[src/rtl/fusion_pkg.sv]
// Shared types for the quarter-unit fused multiplier path and its accumulator stage.
package fusion_pkg;

  localparam int QU_DATA_W    = 16;
  localparam int QU_LANES_MAX = 4;

  typedef enum logic [1:0] {FUSE_4L, FUSE_2L, FUSE_1L, FUSE_RSVD} fuse_mode_t;

  typedef enum logic [1:0] {S_IDLE, S_ACCUM, S_HOLD} acc_state_t;

  function automatic logic [QU_LANES_MAX-1:0] lane_mask(input fuse_mode_t m);
    case (m)
      FUSE_4L: lane_mask = 4'b1111;
      FUSE_2L: lane_mask = 4'b0011;
      FUSE_1L: lane_mask = 4'b0001;
      default: lane_mask = 4'b0000;
    endcase
  endfunction

endpackage

[src/rtl/lane_unpack.sv]
// Splits one packed product word into up to four lanes, each sign- or zero-extended
// (or truncated) to the accumulator width.
module lane_unpack
  import fusion_pkg::*;
#(
  parameter int ACC_W = 24
) (
  input  logic [QU_DATA_W-1:0]              data,
  input  fuse_mode_t                        mode,
  input  logic                              sgn,
  output logic [QU_LANES_MAX-1:0][ACC_W-1:0] lanes,
  output logic [QU_LANES_MAX-1:0]           mask
);

  logic [QU_LANES_MAX-1:0][15:0] l16;

  function automatic logic [ACC_W-1:0] ext16(input logic [15:0] v, input logic s);
    return ACC_W'({{ACC_W{s & v[15]}}, v});
  endfunction

  always_comb begin
    l16  = '0;
    mask = lane_mask(mode);
    case (mode)
      FUSE_4L: for (int i = 0; i < 4; i++) l16[i] = {{12{sgn & data[4*i+3]}}, data[4*i +: 4]};
      FUSE_2L: for (int j = 0; j < 2; j++) l16[j] = {{8{sgn & data[8*j+7]}}, data[8*j +: 8]};
      FUSE_1L: l16[0] = data;
      default: l16 = '0;
    endcase
    // Lanes are already 16-bit extended, so the final step only widens or truncates.
    for (int i = 0; i < QU_LANES_MAX; i++) lanes[i] = ext16(l16[i], sgn);
  end

endmodule

[src/rtl/fused_accumulator.sv]
// Per-lane dot-product accumulator behind the quarter-unit fused multiplier.
// Handshake: a transfer happens on a rising edge where valid && ready; valid never depends on ready.
module fused_accumulator
  import fusion_pkg::*;
#(
  parameter int ACC_W = 24,
  parameter int CNT_W = 16
) (
  input  logic                 clk,
  input  logic                 rst,
  input  logic                 in_valid,
  output logic                 in_ready,
  input  logic [QU_DATA_W-1:0] in_data,
  input  logic [1:0]           in_mode,
  input  logic                 in_signed,
  input  logic                 in_last,
  output logic                 out_valid,
  input  logic                 out_ready,
  output logic [4*ACC_W-1:0]   out_acc,
  output logic [1:0]           out_mode,
  output logic [CNT_W-1:0]     out_count,
  output logic                 out_ovf,
  output acc_state_t           dbg_state
);

  acc_state_t state, state_nxt;
  fuse_mode_t mode_q, use_mode;
  logic       signed_q, use_signed, beat, take, ovf;
  logic [QU_LANES_MAX-1:0][ACC_W-1:0] acc, acc_nxt, lanes;
  logic [QU_LANES_MAX-1:0]            mask, lane_ovf;
  logic [ACC_W:0]                     wide [QU_LANES_MAX];
  logic [CNT_W-1:0]                   count;

  // The first beat of a group uses the live mode/sign; later beats use the latched copy.
  assign use_mode   = (state == S_IDLE) ? fuse_mode_t'(in_mode) : mode_q;
  assign use_signed = (state == S_IDLE) ? in_signed : signed_q;
  assign beat       = in_valid && in_ready;
  assign take       = beat && ((state != S_IDLE) || (use_mode != FUSE_RSVD));

  lane_unpack #(.ACC_W(ACC_W)) u_unpack (
    .data  (in_data),
    .mode  (use_mode),
    .sgn   (use_signed),
    .lanes (lanes),
    .mask  (mask)
  );

  always_comb begin
    acc_nxt  = acc;
    lane_ovf = '0;
    for (int i = 0; i < QU_LANES_MAX; i++) begin
      wide[i] = {1'b0, acc[i]} + {1'b0, lanes[i]};
      if (mask[i]) begin
        acc_nxt[i]  = wide[i][ACC_W-1:0];
        lane_ovf[i] = use_signed
          ? ((acc[i][ACC_W-1] == lanes[i][ACC_W-1]) && (wide[i][ACC_W-1] != acc[i][ACC_W-1]))
          : wide[i][ACC_W];
      end
    end
  end

  always_comb begin
    state_nxt = state;
    case (state)
      S_IDLE:  if (take) state_nxt = in_last ? S_HOLD : S_ACCUM;
      S_ACCUM: if (take && in_last) state_nxt = S_HOLD;
      S_HOLD:  if (out_ready) state_nxt = S_IDLE;
      default: state_nxt = S_IDLE;
    endcase
  end

  always_ff @(posedge clk or posedge rst) begin
    if (rst) begin
      state    <= S_IDLE;
      acc      <= '0;
      count    <= '0;
      ovf      <= 1'b0;
      mode_q   <= FUSE_4L;
      signed_q <= 1'b0;
    end else begin
      state <= state_nxt;
      if (state == S_HOLD && out_ready) begin
        acc   <= '0;
        count <= '0;
        ovf   <= 1'b0;
      end else if (take) begin
        acc <= acc_nxt;
        ovf <= ovf | (|lane_ovf);
        // Count saturates at all-ones instead of wrapping.
        if (state == S_IDLE) count <= CNT_W'(1);
        else if (!(&count)) count <= count + CNT_W'(1);
        if (state == S_IDLE) begin
          mode_q   <= use_mode;
          signed_q <= in_signed;
        end
      end
    end
  end

  assign in_ready  = (state != S_HOLD);
  assign out_valid = (state == S_HOLD);
  assign out_acc   = acc;
  assign out_mode  = mode_q;
  assign out_count = count;
  assign out_ovf   = ovf;
  assign dbg_state = state;

endmodule

[config.mk]
export PLATFORM = sky130hd
export DESIGN_NAME = fused_accumulator
export DESIGN_NICKNAME = d
export VERILOG_FILES = /design/src/rtl/fusion_pkg.sv /design/src/rtl/lane_unpack.sv /design/src/rtl/fused_accumulator.sv
export SDC_FILE = /design/constraint.sdc
export NUM_CORES = 1
export LEC_CHECK = 0
export ABC_AREA = 1
export CAP_MARGIN = 20
export CELL_PAD_IN_SITES_DETAIL_PLACEMENT = 2
export CELL_PAD_IN_SITES_GLOBAL_PLACEMENT = 2
export CORE_MARGIN = 2
export CORE_UTILIZATION = 34
export DETAILED_ROUTE_END_ITERATION = 16
export PLACE_DENSITY = 0.87
export SLEW_MARGIN = 10
export SYNTH_ARGS = -nofsm -noshare
export SYNTH_HDL_FRONTEND = slang
export SYNTH_SLANG_ARGS = --single-unit
[constraint.sdc]
create_clock -name clk -period 6.3 [get_ports clk]
set_input_delay 0.945 -clock clk [delete_from_list [all_inputs] [get_ports clk]]
set_output_delay 0.945 -clock clk [all_outputs]
set_load 0.05 [all_outputs]
==> summary.txt, run 1 <==
Synth
  • Synth Instances: 1,307
  • #FFs+latches synth: about 120
  • Synth cell types: 55
  • Synth Flop Type: dfrtp_1
  • Seq/Total Area, Yosys: 30.7%
  • Post-synth ARST share: between 90% and 100%
  • Post-synthesis net count: about 1,400
  • Synth top area cells: dfrtp_1 31%, nand2_1 11%, ha_1 11%
  • Synthesis warning total: 0
  • Syn_area_per_cell: 7.37 sq um
  • Cell area after synthesis: 9630 sq um
  • Area leader, netlist: dfrtp_1
  • Top cell type's share of synthesized area: 30.7%
  • EDFF count, synth: 0

Clock network
  • CTS buffer count: 17
  • PostCTS Resize Cnt: 0
  • Root buffer cell: clkbuf_16
  • CTS Hold Bufs: 0
  • Clk_lat worst skew: 0.44 ns
  • CTS max path bufs: 2
  • CTS H-tree depth: 4
  • Sink Count: 118
  • CTS tree: done
  • Worst-path clk slew: roughly 0.06 ns
  • Post-CTS Setup Bufs: 0

Placed design
  • IO Port Bufs: 142
  • Pre-CTS setup slack: 1.18 ns
  • Post-placement cell area: roughly 12,000 sq um
  • GP Congestion: 0.807
  • Placed insts: between 1,500 and 2,000
  • HPWL Detailed: 27.6 mm

STA
  • Max_slew headroom: 35.3%
  • Worst Max-Slew Pin Slew: roughly 0.97 ns
  • Max Freq: 0.205 GHz
  • Crit path time final: slightly below 5 ns
  • Setup TNS: 0 ns
  • Final setup viols: 0
  • Slew Viols, Final: 0
  • RSZ-0062 raised after global routing: no
  • Period utilization: 77.5%
  • Final Hold Violating Endpoints: 0
  • Worst setup margin: 1.42 ns
  • Clock skew: about 0.012 ns
  • Hold slack: 0.489 ns

Final layout
  • Non-Filler Instances: 1,853
  • Antenna cells: 0
  • Layout area overhead: 26.6%
  • Most frequent cells in the layout: 284 x nand2_1, 143 x inv_1, 142 x clkdlybuf4s50_1
  • Fraction of layout cells with a size suffix above 1: 9.22%
  • Final instance area: 12,200 sq um
  • Final net count: 1,572
  • Final Util: a little over two fifths
  • Commonest non-fill, non-tap cell in the layout: nand2_1

Floorplan
  • DIE HEIGHT: 172 um
  • Effective utilization at floorplan: 34.6%
  • Die Span X: 172 um
  • Core ar.: between 20,000 and 30,000 sq um
  • Row Count: 61
  • Io pins: 143
  • Die area: 29,700 sq um

Power and ir drop
  • Combinational power share: ~70%
  • Sw frac: 57.2%
  • Cell Pwr Density: 667 nW/um^2
  • Static leakage: 5.88 nW
  • Tot Pwr: a little over 8 mW
  • Clock power share: 13.2%
  • Reg power frac: ~17%
  • Peak supply drop: 0.000290 V
  • Psw: around 4.6 mW
  • P_int: approximately 3.5 mW

Route
  • Pre-antenna DRT Iters: 5
  • Final wirelength: ~38 mm
  • Routed length per placed instance: 20.4 um
  • Detailed Route Iter0 Violations: 418
  • Remaining routing DRC violations: 0
  • Via count: 10,000
  • Post-route ant nets: 0
  • Vias per inst: around 5.4

Global route
  • Vias in the first global route: between 10,000 and 15,000
  • GRT Util Overall: 26.4%
  • First-pass GRT wire length: roughly 61 mm
  • Largest net degree at the start of global routing: 75
  • Grt ovf: 0
  • Initial antenna violation count: 0

Setup path
  • CP Class: in -> reg
  • Critical path arrival: 5.16 ns
  • CP Max Fanout: 18
  • CP Capture Type: flip-flop
  • Required time of the critical path: 6.58 ns
  • Critical Path Source Type: input pin

Outcome
  • Status: finished, final reports clean

Hold path
  • Class of the worst hold path: reg -> reg

Run
  • Max_cap viols: 0
-- Yosys cell counts (6+ instances only) --
cell type  number
xnor2_1        17
nor3_1         12
xor2_1         32
clkbuf_1        8
nand3_1        60
nor2_1         83
a21oi_1       131
nor2_2         14
ha_1           82
o31ai_1        12
a22o_1          6
o21ai_0       125
o22ai_1        22
a31oi_1         7
nand2_1       284
o211ai_1       12
inv_1         144
inv_2          10
nand2_2        30
nor2_4          7
nand2_4        12
buf_2           8
nor4_1          7
dfrtp_1       118
-- cells by family (layout without fill, tap and decap cells) --
logic type,Yosys count,in the layout,share of synthesized area [%]
AO/OA/AOI/OAI,353,353,20.9
XOR/XNOR,50,50,4.74
adder cells (fa/ha/maj),86,86,11.5
buffers and inverters,174,342,7.05
flip-flops,118,118,30.7
AND/OR/NAND/NOR,526,526,25.1
-- power groups by stage --
stage,Combinational [mW],Clock [mW],Sequential (mW)
finish,5.68,1.07,1.38
global route,6.24,1.11,1.41
CTS,5.68,1.08,1.38
detailed placement,5.57,0,1.38
global placement,5.31,0,1.37
floorplan,3.03,0,2.20
-- final timing paths --
kind / cells after the start / startpoint / slack [ns] / end
min in group asynchronous: 2 / rst / 0.82 / out_acc[34]$_DFFE_PP0P_
hold reg to reg: 2 / out_ovf$_DFFE_PP0P_ / 0.49 / out_ovf$_DFFE_PP0P_
hold / removal: 2 / out_ovf$_DFFE_PP0P_ / 0.49 / out_ovf$_DFFE_PP0P_
setup reg to reg: 19 / dbg_state[0]$_DFFE_PP0P_ / 1.67 / out_acc[36]$_DFFE_PP0P_
setup / recovery: 20 / in_mode[1] / 1.42 / out_acc[36]$_DFFE_PP0P_
max in group asynchronous: 4 / rst / 4.16 / out_acc[13]$_DFFE_PP0P_
-- area by class of cell --
| type | count | area, sq um |
|---|---|---|
| Fill cell | 3243 | 15700 |
| Multi-Input combinational cell | 1015 | 6010 |
| Sequential cell | 118 | 2950 |
| Timing Repair Buffer | 153 | 1540 |
| Inverter | 157 | 592 |
| Tap cell | 378 | 473 |
| Clock buffer | 19 | 453 |
| Clock inverter | 13 | 171 |
-- sequential cells by signal (all words and copies together) (netlist names) --
| register | cells |
|---|---|
| out_count | 16 |
| out_acc | 96 |
| out_ovf | 1 |
| signed_q | 1 |
| dbg_state | 2 |
| out_mode | 2 |
-- critical path, cell delays in order --
cell and delay, ns:
clkdlybuf4s50_1 0.42, nand2_2 0.08, nand2_2 0.15, nor2_4 0.23, clkinv_1 0.49, o22ai_1 0.47, inv_1 0.13, fa_1 0.43
inv_1 0.07, nand2_1 0.07, o21ai_0 0.42, a21oi_1 0.19, nor2_1 0.16, o21ai_0 0.12, nand2_1 0.21, nand2_1 0.11
nand2_1 0.12, a21oi_1 0.10, xnor2_1 0.15, o22ai_1 0.08
-- layer usage --
| layer | wire length, um | vias to the layer above | share of wire, % | GRT usage [%] |
|---|---|---|---|---|
| met2 | 19600 | 190 | 52 | 48.5 |
| met4 | 1040 | 0 | 2.7 | 9.06 |
| met3 | 1350 | 69 | 3.6 | 3.39 |
| met5 | 0 | - | 0 | 0 |
| li1 | - | 4750 | - | - |
| met1 | 15800 | 5034 | 42 | 31.5 |
No activity file was read; power rests on OpenSTA's default activity.
==> run 2: changes to the inputs <==
--- a/config.mk
+++ b/config.mk
@@ -10,9 +10,9 @@
 export CELL_PAD_IN_SITES_DETAIL_PLACEMENT = 2
 export CELL_PAD_IN_SITES_GLOBAL_PLACEMENT = 2
 export CORE_MARGIN = 2
-export CORE_UTILIZATION = 34
+export CORE_UTILIZATION = 32
 export DETAILED_ROUTE_END_ITERATION = 16
-export PLACE_DENSITY = 0.87
+export PLACE_DENSITY = 0.82
 export SLEW_MARGIN = 10
 export SYNTH_ARGS = -nofsm -noshare
 export SYNTH_HDL_FRONTEND = slang
==> constraint.sdc (replaced) <==
create_clock -name clk -period 4.85 [get_ports clk]
set_input_delay 0.7275 -clock clk [delete_from_list [all_inputs] [get_ports clk]]
set_output_delay 0.7275 -clock clk [all_outputs]
set_load 0.05 [all_outputs]
==> summary.txt, run 2 (synthesis gave the netlist of run 1 again) <==
Floorplan
  • Effective utilization at floorplan: 32.5%
  • Row Count: 63
  • Die Span X: 177 um
  • Die area: 31,500 sq um
  • DIE HEIGHT: 177 um
  • Core ar.: 29,600 sq um
  • Io pins: 143

STA
  • Hold slack: 0.494 ns
  • Final setup viols: 0
  • Final Hold Violating Endpoints: 0
  • Max Freq: 0.230 GHz
  • Clock skew: 0.0150 ns
  • Max_slew headroom: 34.3%
  • Crit path time final: approximately 4.3 ns
  • Worst Max-Slew Pin Slew: 0.984 ns
  • Setup TNS: 0 ns
  • RSZ-0062 raised after global routing: no
  • Period utilization: 89.7%
  • Slew Viols, Final: 0

Route
  • Pre-antenna DRT Iters: 4
  • Detailed Route Iter0 Violations: 396
  • Final wirelength: 37.2 mm
  • Remaining routing DRC violations: 0
  • Vias per inst: approximately 5.4
  • Post-route ant nets: 0
  • Via count: 10,000
  • Routed length per placed instance: 19.8 um

Setup path
  • Required time of the critical path: 5.12 ns
  • Critical Path Stages: 21
  • Most frequent CP cell: nand2_1
  • Critical path, cell by cell: clkdlybuf4s50_1, nand2_2, nand2_2, nor2_4, clkinv_1, o22ai_1, ha_1, inv_1, fa_1, inv_1, nand2_1, o21ai_0, a21oi_1, nor2_1, o21ai_0, nand2_1, nand2_1, nand2_1, a21oi_1, xnor2_1, o22ai_1
  • CP Class: in -> reg
  • Slowest stage cell, crit path: clkdlybuf4s50_1
  • Critical Path Source Type: input pin
  • Reg-to-reg setup timing slack: 0.54 ns
  • Crit-path max cell delay: 0.41 ns
  • Critical path's top delay family: compound AO/OA/AOI/OAI gates
  • WP buf/inv: 4
  • Critical path arrival: 4.62 ns
  • Worst R2R Path Depth: 20
  • CP Capture Type: flip-flop
  • CP Max Fanout: 13

Clock network
  • Worst-path clk slew: 0.06 ns
  • CTS Hold Bufs: 0
  • Root buffer cell: clkbuf_16
  • PostCTS Resize Cnt: 0
  • Sink Count: approximately 120
  • CTS buffer count: 17
  • Clk_lat worst skew: 0.43 ns
  • Post-CTS Setup Bufs: 0
  • CTS tree: done
  • CTS max path bufs: 2
  • CTS H-tree depth: 4

Global route
  • Initial antenna violation count: 0
  • Vias in the first global route: around 11,000
  • GR Layer Usage met3: 3.08%
  • Grt ovf: 0
  • Met2 usage: 43.5%
  • GRT Util Overall: 23.7%
  • Largest net degree at the start of global routing: 73
  • GR Util met1: 29.2%
  • GRT busiest layer: met2
  • First-pass GRT wire length: 58.9 mm

Hold path
  • Worst hold path depth: 2
  • Class of the worst hold path: reg -> reg

Power and ir drop
  • Static leakage: 5.95 nW
  • Tot Pwr: 10.6 mW
  • Combinational power share: 69.9%
  • Psw: 5.97 mW
  • P_int: 4.60 mW
  • Sw frac: between 50 and 60%
  • Cell Pwr Density: 861 nW/um^2
  • Reg power frac: roughly 17%
  • Clock power share: about an eighth
  • Peak supply drop: 0.000508 V

Final layout
  • Most frequent cells in the layout: 284 x nand2_1, 143 x inv_1, 142 x clkdlybuf4s50_1
  • Max reg flops: 96
  • Final net count: 1,584
  • Filler cell count: 3,483
  • Fraction of layout cells with a size suffix above 1: about a tenth
  • Antenna cells: 0
  • Layout area overhead: 27.4%
  • Commonest non-fill, non-tap cell in the layout: nand2_1

Outcome
  • Status: finished, final reports clean

Run
  • Max_cap viols: 0

Placed design
  • HPWL Detailed: 28.0 mm
  • GP Congestion: between 0.8 and 0.9
  • IO Port Bufs: approximately 140
-- run 2: cell count changes in the layout (fill, tap and decap cells not counted), sizes merged --
| cell | delta |
|---|---|
| buf | +12 |
| clkbuf | +5 |
| clkinv | +1 |
| clkinvlp | -5 |
| inv | -2 |
-- run 2: path summary, 6_finish.rpt --
| kind | start | end |
|---|---|---|
| max reg2reg | dbg_state[0]$_DFFE_PP0P_ | out_acc[36]$_DFFE_PP0P_ |
| min in group asynchronous | rst | out_acc[35]$_DFFE_PP0P_ |
| min reg2reg | signed_q$_DFFE_PP0P_ | signed_q$_DFFE_PP0P_ |
| max in group asynchronous | rst | out_acc[82]$_DFFE_PP0P_ |
| min | signed_q$_DFFE_PP0P_ | signed_q$_DFFE_PP0P_ |
| max | in_mode[1] | out_acc[36]$_DFFE_PP0P_ |
-- run 2: layer usage --
layer	part of all wire, %	vias up
met3	3.0	38
met4	1.6	0
met2	52	155
li1	-	4763
met5	0	-
met1	43	5084
-- run 2: power groups by stage --
stage	clock network, mW	logic [mW]	registers (mW)
after floorplan	0	3.93	2.85
after global placement	0	7.03	1.78
after detailed placement	0	7.31	1.79
after CTS	1.42	7.43	1.79
after global routing	1.46	8.07	1.83
final	1.40	7.39	1.78
-- run 2: worst min-delay path, delay by kind of cell, from the launching register on --
kind	cells	cell delay, ns
flops	1	0.34
compound gates	1	0.06
simple gates	1	0.05
-- run 2: through the flow --
| step | util [%] | instances | setup WS, ns | area, sq um |
|---|---|---|---|---|
| floorplan | - | 1307 | 0.477 | 9630 |
| global placement | 39.2 | 1844 | 0.334 | 11600 |
| detailed placement | 39.2 | 1844 | 0.174 | 11600 |
| CTS | 41.3 | 1875 | 0.561 | 12200 |
| global route | 41.4 | 1876 | 0.177 | 12300 |
| finish | 41.4 | 1876 | 0.500 | 12300 |
-- run 2: layout make-up --
| type | count | area (sq um) | area share (%) |
|---|---|---|---|
| Clock buffer | 24 | 502 | 4.09 |
| Sequential cell | 118 | 2950 | 24.1 |
| Tap cell | 390 | 488 | 3.98 |
| Inverter | 157 | 592 | 4.82 |
| Clock inverter | 7 | 118 | 0.958 |
| Timing Repair Buffer | 165 | 1610 | 13.2 |
| Multi-Input combinational cell | 1015 | 6010 | 48.9 |
